## config.mk

```make
export PLATFORM = sky130hd
export DESIGN_NAME = dma_copy_flat
export DESIGN_NICKNAME = d
export VERILOG_FILES = /design/src/rtl/dma_pkg.sv /design/src/rtl/dma_if.sv /design/src/rtl/dma_regs.sv /design/src/rtl/dma_copy.sv /design/src/flat_wrapper.sv
export SDC_FILE = /design/constraint.sdc
export NUM_CORES = 1
export LEC_CHECK = 0
export BUFFER_PORTS_ARGS = -buffer_cell sky130_fd_sc_hd__buf_2
export CAP_MARGIN = 20
export CORE_MARGIN = 2
export CORE_UTILIZATION = 43
export CTS_CLUSTER_DIAMETER = 40
export DETAILED_ROUTE_END_ITERATION = 12
export HOLD_SLACK_MARGIN = 0.15
export SKIP_LAST_GASP = 1
export SLEW_MARGIN = 20
export SYNTH_ARGS = -nofsm -noshare
export SYNTH_HDL_FRONTEND = slang
export SYNTH_HIERARCHICAL = 1
export SYNTH_SLANG_ARGS = --single-unit
```

## constraint.sdc

```tcl
create_clock -name clk -period 4.2 [get_ports clk]
set_input_delay 0.63 -clock clk [delete_from_list [all_inputs] [get_ports clk]]
set_output_delay 0.63 -clock clk [all_outputs]
set_load 0.02 [all_outputs]
```

## src/rtl/dma_pkg.sv

```systemverilog
// rtl/dma_pkg.sv - shared register map, control/status bit positions and FSM encoding for dma_copy
package dma_pkg;

    localparam logic [7:0] REG_SRC    = 8'h00;
    localparam logic [7:0] REG_DST    = 8'h04;
    localparam logic [7:0] REG_LEN    = 8'h08;
    localparam logic [7:0] REG_CTRL   = 8'h0C;
    localparam logic [7:0] REG_STATUS = 8'h10;
    localparam logic [7:0] REG_REMAIN = 8'h14;

    localparam int CTRL_START   = 0;
    localparam int CTRL_IRQ_EN  = 1;
    localparam int CTRL_ABORT   = 2;

    localparam int STAT_BUSY    = 0;
    localparam int STAT_DONE    = 1;
    localparam int STAT_ABORTED = 2;

    typedef enum logic [2:0] {
        IDLE  = 3'd0,
        READ  = 3'd1,
        WAIT  = 3'd2,
        WRITE = 3'd3,
        DONE  = 3'd4
    } dma_state_t;

endpackage

```

## src/rtl/dma_if.sv

```systemverilog
// rtl/dma_if.sv - word-wide data bus between the copy engine (master) and memory (slave)
interface dma_if;
    logic        m_grant;
    logic        m_rd;
    logic [31:0] m_raddr;
    logic [31:0] m_rdata;
    logic        m_wr;
    logic [31:0] m_waddr;
    logic [31:0] m_wdata;
    logic [3:0]  m_wstrb;

    modport master (
        input  m_grant, m_rdata,
        output m_rd, m_raddr, m_wr, m_waddr, m_wdata, m_wstrb
    );

    modport slave (
        output m_grant, m_rdata,
        input  m_rd, m_raddr, m_wr, m_waddr, m_wdata, m_wstrb
    );
endinterface

```

## src/rtl/dma_regs.sv

```systemverilog
// rtl/dma_regs.sv - configuration window: register storage, write decode pulses and registered read mux
module dma_regs
    import dma_pkg::*;
#(
    parameter int ADDRESS_WIDTH = 8,
    parameter int LEN_WIDTH     = 16
) (
    input  logic                     clk,
    input  logic                     rstn,
    input  logic                     wr,
    input  logic [ADDRESS_WIDTH-1:0] waddr,
    input  logic [31:0]              wdata,
    input  logic                     rd,
    input  logic [ADDRESS_WIDTH-1:0] raddr,
    input  logic                     busy,
    input  logic                     done,
    input  logic                     aborted,
    input  logic [LEN_WIDTH-1:0]     remain,
    output logic [31:0]              rdata,
    output logic [31:0]              src,
    output logic [31:0]              dst,
    output logic [LEN_WIDTH-1:0]     len,
    output logic                     irq_en,
    output logic                     start,
    output logic                     abort,
    output logic                     clr_done,
    output logic                     clr_aborted
);

    logic [7:0]  wsel;
    logic [7:0]  rsel;
    logic        wr_ctrl;
    logic        wr_status;
    logic [31:0] rd_mux;

    assign wsel        = waddr[7:0];
    assign rsel        = raddr[7:0];
    assign wr_ctrl     = wr && (wsel == REG_CTRL);
    assign wr_status   = wr && (wsel == REG_STATUS);
    assign start       = wr_ctrl && wdata[CTRL_START];
    assign abort       = wr_ctrl && wdata[CTRL_ABORT];
    assign clr_done    = wr_status && wdata[STAT_DONE];
    assign clr_aborted = wr_status && wdata[STAT_ABORTED];

    always_comb begin
        rd_mux = '0;
        case (rsel)
            REG_SRC:    rd_mux = src;
            REG_DST:    rd_mux = dst;
            REG_LEN:    rd_mux[LEN_WIDTH-1:0] = len;
            REG_CTRL:   rd_mux[CTRL_IRQ_EN] = irq_en;
            REG_STATUS: begin
                rd_mux[STAT_BUSY]    = busy;
                rd_mux[STAT_DONE]    = done;
                rd_mux[STAT_ABORTED] = aborted;
            end
            REG_REMAIN: rd_mux[LEN_WIDTH-1:0] = remain;
            default:    rd_mux = '0;
        endcase
    end

    // Transfer parameters are frozen while the engine runs; irq_en stays live.
    always_ff @(posedge clk or negedge rstn) begin
        if (!rstn) begin
            src    <= '0;
            dst    <= '0;
            len    <= '0;
            irq_en <= 1'b0;
            rdata  <= '0;
        end else begin
            if (wr && !busy) begin
                case (wsel)
                    REG_SRC: src <= {wdata[31:2], 2'b00};
                    REG_DST: dst <= {wdata[31:2], 2'b00};
                    REG_LEN: len <= wdata[LEN_WIDTH-1:0];
                    default: ;
                endcase
            end
            if (wr_ctrl) begin
                irq_en <= wdata[CTRL_IRQ_EN];
            end
            rdata <= rd ? rd_mux : '0;
        end
    end

endmodule

```

## src/rtl/dma_copy.sv

```systemverilog
// rtl/dma_copy.sv - single-channel word copy engine: read one word, write it back, repeat LEN times
module dma_copy
    import dma_pkg::*;
#(
    parameter int ADDRESS_WIDTH = 8,
    parameter int LEN_WIDTH     = 16
) (
    input  logic                     clk,
    input  logic                     rstn,
    input  logic                     wr,
    input  logic [ADDRESS_WIDTH-1:0] waddr,
    input  logic [31:0]              wdata,
    input  logic                     rd,
    input  logic [ADDRESS_WIDTH-1:0] raddr,
    output logic [31:0]              rdata,
    dma_if.master                    bus,
    output logic                     irq
);

    dma_state_t           state;
    dma_state_t           state_next;
    logic [31:0]          cfg_src;
    logic [31:0]          cfg_dst;
    logic [LEN_WIDTH-1:0] cfg_len;
    logic                 irq_en;
    logic                 start;
    logic                 abort;
    logic                 clr_done;
    logic                 clr_aborted;
    logic [31:0]          src_q;
    logic [31:0]          dst_q;
    logic [LEN_WIDTH-1:0] remain;
    logic [31:0]          data_q;
    logic                 done;
    logic                 aborted;
    logic                 busy;
    logic                 start_accept;
    logic                 load;
    logic                 capture;
    logic                 advance;
    logic                 set_done;
    logic                 set_aborted;

    assign busy         = (state != IDLE);
    assign start_accept = (state == IDLE) && start && !abort;
    assign irq          = done && irq_en;

    dma_regs #(
        .ADDRESS_WIDTH (ADDRESS_WIDTH),
        .LEN_WIDTH     (LEN_WIDTH)
    ) u_regs (
        .clk         (clk),
        .rstn        (rstn),
        .wr          (wr),
        .waddr       (waddr),
        .wdata       (wdata),
        .rd          (rd),
        .raddr       (raddr),
        .busy        (busy),
        .done        (done),
        .aborted     (aborted),
        .remain      (remain),
        .rdata       (rdata),
        .src         (cfg_src),
        .dst         (cfg_dst),
        .len         (cfg_len),
        .irq_en      (irq_en),
        .start       (start),
        .abort       (abort),
        .clr_done    (clr_done),
        .clr_aborted (clr_aborted)
    );

    always_ff @(posedge clk or negedge rstn) begin
        if (!rstn) begin
            state <= IDLE;
        end else begin
            state <= state_next;
        end
    end

    // An abort strobe suppresses this cycle's bus request so nothing escapes after it.
    always_comb begin
        state_next   = state;
        bus.m_rd     = 1'b0;
        bus.m_raddr  = '0;
        bus.m_wr     = 1'b0;
        bus.m_waddr  = '0;
        bus.m_wdata  = '0;
        bus.m_wstrb  = '0;
        load         = 1'b0;
        capture      = 1'b0;
        advance      = 1'b0;
        set_done     = 1'b0;
        set_aborted  = 1'b0;
        if (busy && abort) begin
            state_next  = IDLE;
            set_aborted = 1'b1;
        end else begin
            case (state)
                IDLE: begin
                    if (start_accept) begin
                        if (cfg_len != '0) begin
                            load       = 1'b1;
                            state_next = READ;
                        end else begin
                            set_done = 1'b1;
                        end
                    end
                end
                READ: begin
                    if (bus.m_grant) begin
                        bus.m_rd    = 1'b1;
                        bus.m_raddr = src_q;
                        state_next  = WAIT;
                    end
                end
                WAIT: begin
                    capture    = 1'b1;
                    state_next = WRITE;
                end
                WRITE: begin
                    if (bus.m_grant) begin
                        bus.m_wr    = 1'b1;
                        bus.m_waddr = dst_q;
                        bus.m_wdata = data_q;
                        bus.m_wstrb = 4'hF;
                        advance     = 1'b1;
                        state_next  = (remain == LEN_WIDTH'(1)) ? DONE : READ;
                    end
                end
                DONE: begin
                    set_done   = 1'b1;
                    state_next = IDLE;
                end
                default: state_next = IDLE;
            endcase
        end
    end

    always_ff @(posedge clk or negedge rstn) begin
        if (!rstn) begin
            src_q   <= '0;
            dst_q   <= '0;
            remain  <= '0;
            data_q  <= '0;
            done    <= 1'b0;
            aborted <= 1'b0;
        end else begin
            if (load) begin
                src_q  <= cfg_src;
                dst_q  <= cfg_dst;
                remain <= cfg_len;
            end else if (advance) begin
                src_q  <= src_q + 32'd4;
                dst_q  <= dst_q + 32'd4;
                remain <= remain - LEN_WIDTH'(1);
            end
            if (capture) begin
                data_q <= bus.m_rdata;
            end
            // Setting wins over a same-cycle software clear.
            if (set_done) begin
                done <= 1'b1;
            end else if (start_accept || clr_done) begin
                done <= 1'b0;
            end
            if (set_aborted) begin
                aborted <= 1'b1;
            end else if (start_accept || clr_aborted) begin
                aborted <= 1'b0;
            end
        end
    end

endmodule
```

## src/flat_wrapper.sv

```systemverilog
// flat-port wrapper written by rule: the top's interface ports become plain ports
module dma_copy_flat import dma_pkg::*;
#(
    parameter int ADDRESS_WIDTH = 8,
    parameter int LEN_WIDTH     = 16
)
  (clk, rstn, wr, waddr, wdata, rd, raddr, rdata, irq, bus_m_grant, bus_m_rdata, bus_m_rd, bus_m_raddr, bus_m_wr, bus_m_waddr, bus_m_wdata, bus_m_wstrb);
  dma_if bus_i ();
  input  logic clk;
  input  logic rstn;
  input  logic wr;
  input  logic [ADDRESS_WIDTH-1:0] waddr;
  input  logic [31:0] wdata;
  input  logic rd;
  input  logic [ADDRESS_WIDTH-1:0] raddr;
  output logic [31:0] rdata;
  output logic irq;
  input wire logic [$bits(bus_i.m_grant)-1:0] bus_m_grant;
  input wire logic [$bits(bus_i.m_rdata)-1:0] bus_m_rdata;
  output wire logic [$bits(bus_i.m_rd)-1:0] bus_m_rd;
  output wire logic [$bits(bus_i.m_raddr)-1:0] bus_m_raddr;
  output wire logic [$bits(bus_i.m_wr)-1:0] bus_m_wr;
  output wire logic [$bits(bus_i.m_waddr)-1:0] bus_m_waddr;
  output wire logic [$bits(bus_i.m_wdata)-1:0] bus_m_wdata;
  output wire logic [$bits(bus_i.m_wstrb)-1:0] bus_m_wstrb;
  assign bus_i.m_grant = bus_m_grant;
  assign bus_i.m_rdata = bus_m_rdata;
  assign bus_m_rd = bus_i.m_rd;
  assign bus_m_raddr = bus_i.m_raddr;
  assign bus_m_wr = bus_i.m_wr;
  assign bus_m_waddr = bus_i.m_waddr;
  assign bus_m_wdata = bus_i.m_wdata;
  assign bus_m_wstrb = bus_i.m_wstrb;
  dma_copy #(.ADDRESS_WIDTH(ADDRESS_WIDTH), .LEN_WIDTH(LEN_WIDTH)) u_core (.clk(clk), .rstn(rstn), .wr(wr), .waddr(waddr), .wdata(wdata), .rd(rd), .raddr(raddr), .rdata(rdata), .bus(bus_i), .irq(irq));
endmodule
```

## After elaboration in Yosys (flattened, before gate mapping)

Index checks and enable logic that the tools add are counted.
Widths: inputs -> output; s select.

- Register bits after elaboration: 226
- Input port bits: 85
- Output and inout bits: 135
- Logic and storage cells: 111

- Add/sub/neg operators: 3
- Equal/unequal tests: 18
- Muxes and demuxes: 51
- Reduce and logical (&&, ||, !) cells: 27

Operators with widths:

| kind | number |
|---|---|
| $mux 32 | 14 |
| $add 32x3->32 const B | 2 |
| $pmux 13 s4 | 1 |
| $eq 8x4->1 const B | 4 |
| $mux 16 | 2 |
| $pmux 16 s2 | 1 |
| $eq 8x5->1 const B | 3 |
| $mux 1 | 19 |
| $mux 3 | 6 |
| $eq 16x1->1 const B | 1 |
| $eq 8x3->1 const B | 2 |
| $logic_not 8->1 | 2 |
| $reduce_bool 16->1 | 1 |
| $sub 16x1->16 const B | 1 |
| $mux 4 | 3 |
| $pmux 3 s4 | 1 |
| $logic_and 1x1->1 | 11 |
| $ne 3x2->1 const B | 3 |
| $eq 3x2->1 const B | 2 |
| $reduce_and 2->1 | 3 |
| $reduce_bool 2->1 | 3 |
| $pmux 1 s5 | 1 |
| $pmux 1 s4 | 1 |
| $reduce_and 4->1 | 1 |
| 9 further kinds | 11 |

## Logic depth before layout (Yosys ltp)

Gate-level depths: netlist of run 1.

- Word-level depth: 9
- Mapped depth: 11
- Depth with buffers taken out: 9

## Cells and area by module

Netlist of run 1, hierarchy kept.

Modules (own cells, without submodules):

| module | times used | cells each | area an instance (µm²) | seq. area each (µm²) |
|---|---|---|---|---|
| dma_copy | 1 | 733 | 6757.7 | 2927.8 |
| dma_regs | 1 | 316 | 4662.0 | 2727.6 |

## Worst setup path after synthesis of run 1

Ideal clock, no wire load.

- Path kind: input to output
- Start: in waddr[5]
- End: out bus_m_raddr[10]
- Arrival: 2.950 ns
- Data required time: 3.570 ns
- Setup slack: 0.620 ns
- Cell stages on the path: 9
- Buffers on the path: 4
- Cell sequence: or4b_4 -> nor4b_1 -> and2_1 -> buf_2 -> and4bb_4 -> clkbuf_1 -> clkbuf_1 -> clkbuf_1 -> and3_1

- Longest elaborated chain between the ends: 5

RTL lines:

| item | line | text |
|---|---|---|
| start: declaration | flat_wrapper.sv:12 | `input logic [ADDRESS_WIDTH-1:0] waddr;` |
| $eq 8x4->1 | dma_regs.sv:38 | `assign wr_ctrl = wr && (wsel == REG_CTRL);` |
| $logic_and 1x1->1 | dma_regs.sv:38 |  |
| $logic_and 1x1->1 | dma_regs.sv:41 | `assign abort = wr_ctrl && wdata[CTRL_ABORT];` |
| via u_core.abort | dma_copy.sv:27 | `logic abort;` |
| $logic_and 1x1->1 | dma_copy.sv:96 | `if (busy && abort) begin` |
| $mux 32 | dma_copy.sv:96 |  |
| end: declaration | flat_wrapper.sv:21 | `output wire logic [$bits(bus_i.m_raddr)-1:0] bus_m_raddr;` |

The timed path passes the listed nets, and every way through them passes these cells.

## Worst setup path in the final report of run 1

- Start: in waddr[5]
- End: out bus_m_waddr[5]

- Longest elaborated chain between the ends: 5

RTL lines:

| item | line | text |
|---|---|---|
| $eq 8x4->1 | dma_regs.sv:38 |  |
| $logic_and 1x1->1 | dma_regs.sv:38 |  |
| $logic_and 1x1->1 | dma_regs.sv:41 |  |
| via u_core.abort | dma_copy.sv:27 |  |
| $logic_and 1x1->1 | dma_copy.sv:96 |  |
| $mux 32 | dma_copy.sv:96 |  |
| end: declaration | flat_wrapper.sv:23 | `output wire logic [$bits(bus_i.m_waddr)-1:0] bus_m_waddr;` |

The timed path passes the listed nets, and every way through them passes these cells.

==> impl_metrics.toml, run 1 <==
[detailed_routing]
vias = 9085
wl_met3_um = 1810
wl_per_cell_um = 20.1
wl_met1_um = 14600
vias_per_cell = 5.60
drc = 0
antenna_left = 0
routed.top_layer = "met4"
drtIter0Drc = 693
met2WireLength_um = 15700
routed_wl_um = 32600
drtPass1Iterations = 6

[timing]
slew_headroom_pct = 48.5
hold_viol = 0
layout_min_cycle_time_ns = 3.83
finalSetupViolCount = 0
fin_setup_tns_ns = 0
max_freq_ghz = 0.261
timing.final.crit_share_pct = 91.3
finalClockSkew_ns = 0.0235
fin_hold_ws_ns = 0.361
maxSlewViolCount = 0
worst_pin_slew_ns = 0.773
rsz0062_at_grt = "false"

[clock_network]
ctsLongestPathBuffers = 3
clock_latency_ns = 0.51
tritoncts = "done"
numCtsBuffers = 36
clk_pin_slew_ns = 0.05
cts_max_level = 2
cts.sinks = 226
cts_root_buf = "clkbuf_16"
ctsHoldBuffers = 1
post_cts_buffers = 0
cts_resized = 0

[power]
ir_worst_vdd_v = 0.000353
leakage_nw = 7.07
p_per_area_nw_per_um2 = 504

[worst_setup_path]
worst_setup_path_start_kind = "input pin"
reg2regPathDepth = 4
critPathKind = "input pin to output port"
cp.required_ns = 3.57
critPathMaxStageDelay_ns = 0.57
path_delay_family = "simple AND/OR/NAND/NOR gates"
path_buf_inv = 3
cp.depth = 8
crit_start = "waddr[5]"
cp_slowest_cell = "or4b_4"
reg2reg_from = "u_core/state[0]$_DFFE_PN0P_"
arrival_ns = 3.20
cp_common_cell = "buf_2"
crit_path_max_fanout = 56
worstSetupEndpointType = "output port"
crit_chain = "buf_2, or4b_4, nor4b_1, and2_1, and4bb_4, buf_4, and3_1, buf_2"

[hold_path]
hold_depth = 2
hold_start = "bus_m_rdata[23]"
hold_path.class = "input pin to register"

[finish]
antenna_cells = 0
layout-drive-gt1-share_pct = 35.1
areaGrowthSynthToFinish_pct = 22.9
nets = 1350

[synthesis]
synth.cell_area_sq_um = 11400
synth.distinct_cells = 64
yosysWarnings = 6
seq_area_frac_synth_pct = 49.5
yosys-top-cells-area = "dfrtp_1 (50%), mux2_2 (9.0%), and3_1 (5.4%), mux2_4 (3.9%), nand2_1 (3.3%)"
synth.avg_cell_area_sq_um = 10.9
yosys-top-cells-count = "dfrtp_1 (226), and3_1 (99), nand2_1 (99), mux2_2 (91), nor2_1 (62)"
synth_edf_count = 0
async_flop_share_pct = 100
yosys.area.top_type_share_pct = 49.5
yosys.area.top_type = "dfrtp_1"
synth_cells = 1049
ys.flop_type = "dfrtp_1"
post-synth-top-count-cell = "dfrtp_1"
synth_seq_cells = 226

[run]
max_cap_viol_count = 0

[global_routing]
grt_max_degree = 89
globalRouteOverflowTotal = 0
grt_pass1_vias = 8989
track_usage_pct = 22.9
antenna_found_initial = 0
grt_pass1_wl_um = 50900

[place]
hpwl_um = 22100
place_congestion = 0.827
port_buffers = 219

[die]
die_h_um = 167
std_cell_rows = 59
core_area_sq_um = 26100
die_area_sq_um = 27900
chipWidth_um = 167
ioPinCount = 220
initial_utilization_pct = 43.8

[status]
outcome = "complete, no violations"
## where the power goes
group | switching [mW] | internal [mW] | leakage, nW
registers | 0.229 | 2.46 | 3.01
clock network | 1.06 | 1.91 | 0.586
logic | 0.854 | 0.559 | 3.47
## state kept, by name, indices dropped and copies added, names as in the netlist
name / count
u_core/aborted: 1
u_core/data_q: 32
u_core/done: 1
u_core/dst_q: 32
u_core/remain: 16
u_core/src_q: 32
u_core/state: 3
u_core/u_regs/dst: 30
u_core/u_regs/irq_en: 1
u_core/u_regs/len: 16
u_core/u_regs/rdata: 32
u_core/u_regs/src: 30
## worst reg2reg max path, cell delays in order (launching register included)
cell	delay, ns
dfrtp_1	0.51
or3_1	0.53
or4_1	0.56
or4b_4	0.84
mux2_4	0.45
## cell families (layout without fill, tap and decap cells)
group                    count (synthesis)  in the layout  synth area share [%]
AO/OA/AOI/OAI                          128            128                  7.63
XOR/XNOR                                40             40                  3.07
buffers and inverters                   90            324                  3.94
flip-flops                             226            226                  49.5
adder cells (fa/ha/maj)                  4              4                 0.438
AND/OR/NAND/NOR                        418            418                  20.6
multiplexers                           142            142                  14.8
other                                    1              4                0.0328
## final cells by class
type                       count  area, sq um
clock inverter                16          195
tap                          335          419
clock buffer                  47         1020
timing repair buffer         246         1350
fill                        2398        12000
multi-input combinational    736         5340
sequential                   226         5660
inverter                      15         56.3
## cell usage in the layout (no fill, tap or decap), types with 30 or more instances in the layout
cell type,count
and3_1,99
buf_2,218
clkbuf_16,38
dfrtp_1,225
mux2_2,91
mux2_4,30
nand2_1,99
nand3_1,37
nand4_1,32
nor2_1,62
o21ai_0,51
## path summary, 6_finish.rpt
path	slack, ns	to
min in group asynchronous	0.66	u_core/u_regs/dst[16]$_DFFE_PN0P_
max in group asynchronous	2.58	u_core/u_regs/len[1]$_DFFE_PN0P_
worst max register to register	1.21	u_core/u_regs/dst[16]$_DFFE_PN0P_
worst min-delay path	0.36	u_core/data_q[23]$_DFFE_PN0P_
worst max-delay path	0.37	bus_m_waddr[5]
worst min register to register	0.48	u_core/src_q[1]$_DFFE_PN0P_
## metrics by stage
stage / std cells / instance area [sq um] / util [%] / power [mW] / worst slack, ns
after detailed placement: 1557 / 12800 / 49.1 / 4.14 / 0.360
final: 1621 / 14000 / 53.9 / 7.07 / 0.366
after floorplan: 1052 / 11400 / - / 3.66 / 0.620
after global routing: 1621 / 14000 / 53.9 / 7.38 / 0.225
after CTS: 1621 / 14000 / 53.9 / 7.13 / 0.377
after global placement: 1557 / 12800 / 49.1 / 4.10 / 0.444
## layer usage
metal | GRT usage, % | up-vias
met4 | 5.21 | 0
met2 | 37.9 | 279
met5 | 0 | -
li1 | - | 4274
met1 | 31.9 | 4490
met3 | 3.42 | 42
No activity file was read; power rests on OpenSTA's default activity.
==> run 2: changes to the inputs <==
- MAX_ROUTING_LAYER: default -> met4
- PLACE_DENSITY_LB_ADDON: default -> 0.12
- SYNTH_HIERARCHICAL: 1 -> default
==> impl_metrics.toml, run 2 <==
[clock_network]
cts.sinks = 222
cts_resized = 0
clk_pin_slew_ns = 0.05
clock_latency_ns = 0.51
numCtsBuffers = 37
post_cts_buffers = 0
cts_max_level = 2
tritoncts = "done"
cts_root_buf = "clkbuf_16"
ctsHoldBuffers = 0
ctsLongestPathBuffers = 3

[synthesis]
synth.distinct_cells = 56
synth_cells = 1062
post-synth-top-count-cell = "dfrtp_1"
synth_seq_cells = 222
async_flop_share_pct = 100
yosysWarnings = 0
synth.avg_cell_area_sq_um = 10.3
synth_edf_count = 0
ys.flop_type = "dfrtp_1"
synth.cell_area_sq_um = 10900
yosys-top-cells-count = "dfrtp_1 (222), mux2_2 (109), nor2_1 (90), nand2_1 (77)"
yosys-top-cells-area = "dfrtp_1 (51%), mux2_2 (11%), and3_1 (4.1%), a21oi_1 (3.3%), nor2_1 (3.1%)"
seq_area_frac_synth_pct = 50.8
yosys.area.top_type = "dfrtp_1"
yosys.area.top_type_share_pct = 50.8

[worst_setup_path]
crit_path_max_fanout = 24
reg2regPathDepth = 6
cp.required_ns = 3.57
arrival_ns = 2.64
r2r_slack_ns = 1.54
critPathKind = "input pin to output port"
worstSetupEndpointType = "output port"
reg2reg_to = "u_core.dst_q[17]$_DFFE_PN0P_"
reg2reg_from = "u_core.dst_q[4]$_DFFE_PN0P_"
worst_setup_path_start_kind = "input pin"

[global_routing]
grt_max_degree = 116
grt_pass1_vias = 9076
track_usage_pct = 25.7
grt_pass1_wl_um = 51700
globalRouteOverflowTotal = 0
antenna_found_initial = 0

[timing]
timing.final.crit_share_pct = 77.8
finalClockSkew_ns = 0.0264
finalSetupViolCount = 0
worst_pin_slew_ns = 0.921
layout_min_cycle_time_ns = 3.27
max_freq_ghz = 0.306
hold_viol = 0
rsz0062_at_grt = "false"
maxSlewViolCount = 0
fin_setup_tns_ns = 0
slew_headroom_pct = 38.4

[finish]
areaGrowthSynthToFinish_pct = 23.6
final_cell_mix = "dfrtp_1 (222), buf_2 (214), mux2_2 (109)"
nets = 1348
layout-drive-gt1-share_pct = 32.5
antenna_cells = 0
final_common_cell = "dfrtp_1"
reg.largest.list = "u_core.data_q (32), u_core.u_regs.rdata (32)"
final_cell_area_sq_um = 13500

[die]
die_area_sq_um = 26700
std_cell_rows = 58
die_h_um = 163
chipWidth_um = 163
initial_utilization_pct = 43.6
ioPinCount = 220
core_area_sq_um = 25100

[hold_path]
hold_path.class = "input pin to async pin"

[power]
p_per_area_nw_per_um2 = 527
ir_worst_vdd_v = 0.000341
leakage_nw = 6.79

[place]
place_area_sq_um = 12300
place_congestion = 0.858
hpwl_um = 21400
port_buffers = 215

[detailed_routing]
antenna_left = 0
drc = 0
vias = 9198
wl_per_cell_um = 20.4
routed_wl_um = 32900
drtIter0Drc = 760
drtPass1Iterations = 5
vias_per_cell = 5.70

[status]
outcome = "complete, no violations"

[run]
max_cap_viol_count = 0
-- run 2: cell types whose count changed in the layout (fill, tap and decap cells not counted), moves of 12 or more --
cell      previous run  this run
and3_1              99        72
and2_1               3        35
a21oi_1              9        72
o21ai_0             51        35
mux2_2              91       109
o311ai_0            14         2
nand2_1             99        76
mux2i_1             19         2
nand4_1             32        15
a22oi_1              5        27
mux2_4              30         0
nor2_1              62        88
-- run 2: how the worst max path moves through the flow --
stage	endpoint	cells after the start	startpoint	slack, ns
after floorplan	bus_m_raddr[22]	6	wdata[2]	1.42
after global placement	bus_m_raddr[18]	7	wdata[2]	0.95
after detailed placement	bus_m_raddr[16]	7	wdata[2]	0.90
after CTS	bus_m_raddr[16]	7	wdata[2]	0.89
after global routing	bus_m_raddr[29]	7	wdata[2]	0.71
final	bus_m_raddr[16]	7	wdata[2]	0.93
-- run 2: report_power, final --
part           switching (mW)  internal (mW)  leakage, nW  total (mW)
registers               0.294           2.45         3.00        2.74
clock network            1.07           1.93        0.583        3.01
logic                   0.798          0.578         3.21        1.38
total                    2.17           4.96         6.79        7.13
-- run 2: cells by family (layout without fill, tap and decap cells) --
group | count (synthesis) | in the layout | share of synthesized area (%)
compound gates | 184 | 184 | 10.6
xor+xnor | 34 | 34 | 2.72
fa+ha+maj | 4 | 4 | 0.458
buf+inv | 89 | 308 | 3.55
flops | 222 | 222 | 50.8
mux | 111 | 111 | 11.4
other cells | 1 | 4 | 0.0343
simple gates | 417 | 417 | 20.5
-- run 2: per-layer routing --
layer	GRT usage (%)	up-vias	part of all wire (%)
met5	-	-	0
met2	37.6	370	44
met3	5.03	63	7.9
met1	36.2	4509	45
li1	-	4256	-
met4	7.85	0	2.8
-- run 2: final cells by class --
class                      count  area, sq um
fill                        2305        11600
tap                          330          413
clock buffer                  41          941
timing repair buffer         232         1230
sequential                   222         5560
inverter                      12         45.0
clock inverter                23          277
multi-input combinational    754         5060
-- run 2: worst max-delay path, cell delays in order --
cell    delay [ns]
buf_2         0.17
and3_1        0.22
and3_1        0.37
nor4_2        0.58
buf_4         0.33
and2_1        0.16
buf_2         0.16
-- run 2: metrics by stage --
step | worst slack [ns] | std cells | power, mW | utilization [%] | hold WS, ns
2_1_floorplan | 1.42 | 1065 | 3.66 | - | 0.334
3_3_place_gp | 0.953 | 1550 | 4.11 | 49.0 | 0.481
3_5_place_dp | 0.898 | 1550 | 4.14 | 49.0 | 0.487
4_1_cts | 0.894 | 1614 | 7.18 | 53.8 | 0.263
5_1_grt | 0.715 | 1614 | 7.46 | 53.8 | 0.299
6_report | 0.933 | 1614 | 7.13 | 53.8 | 0.228
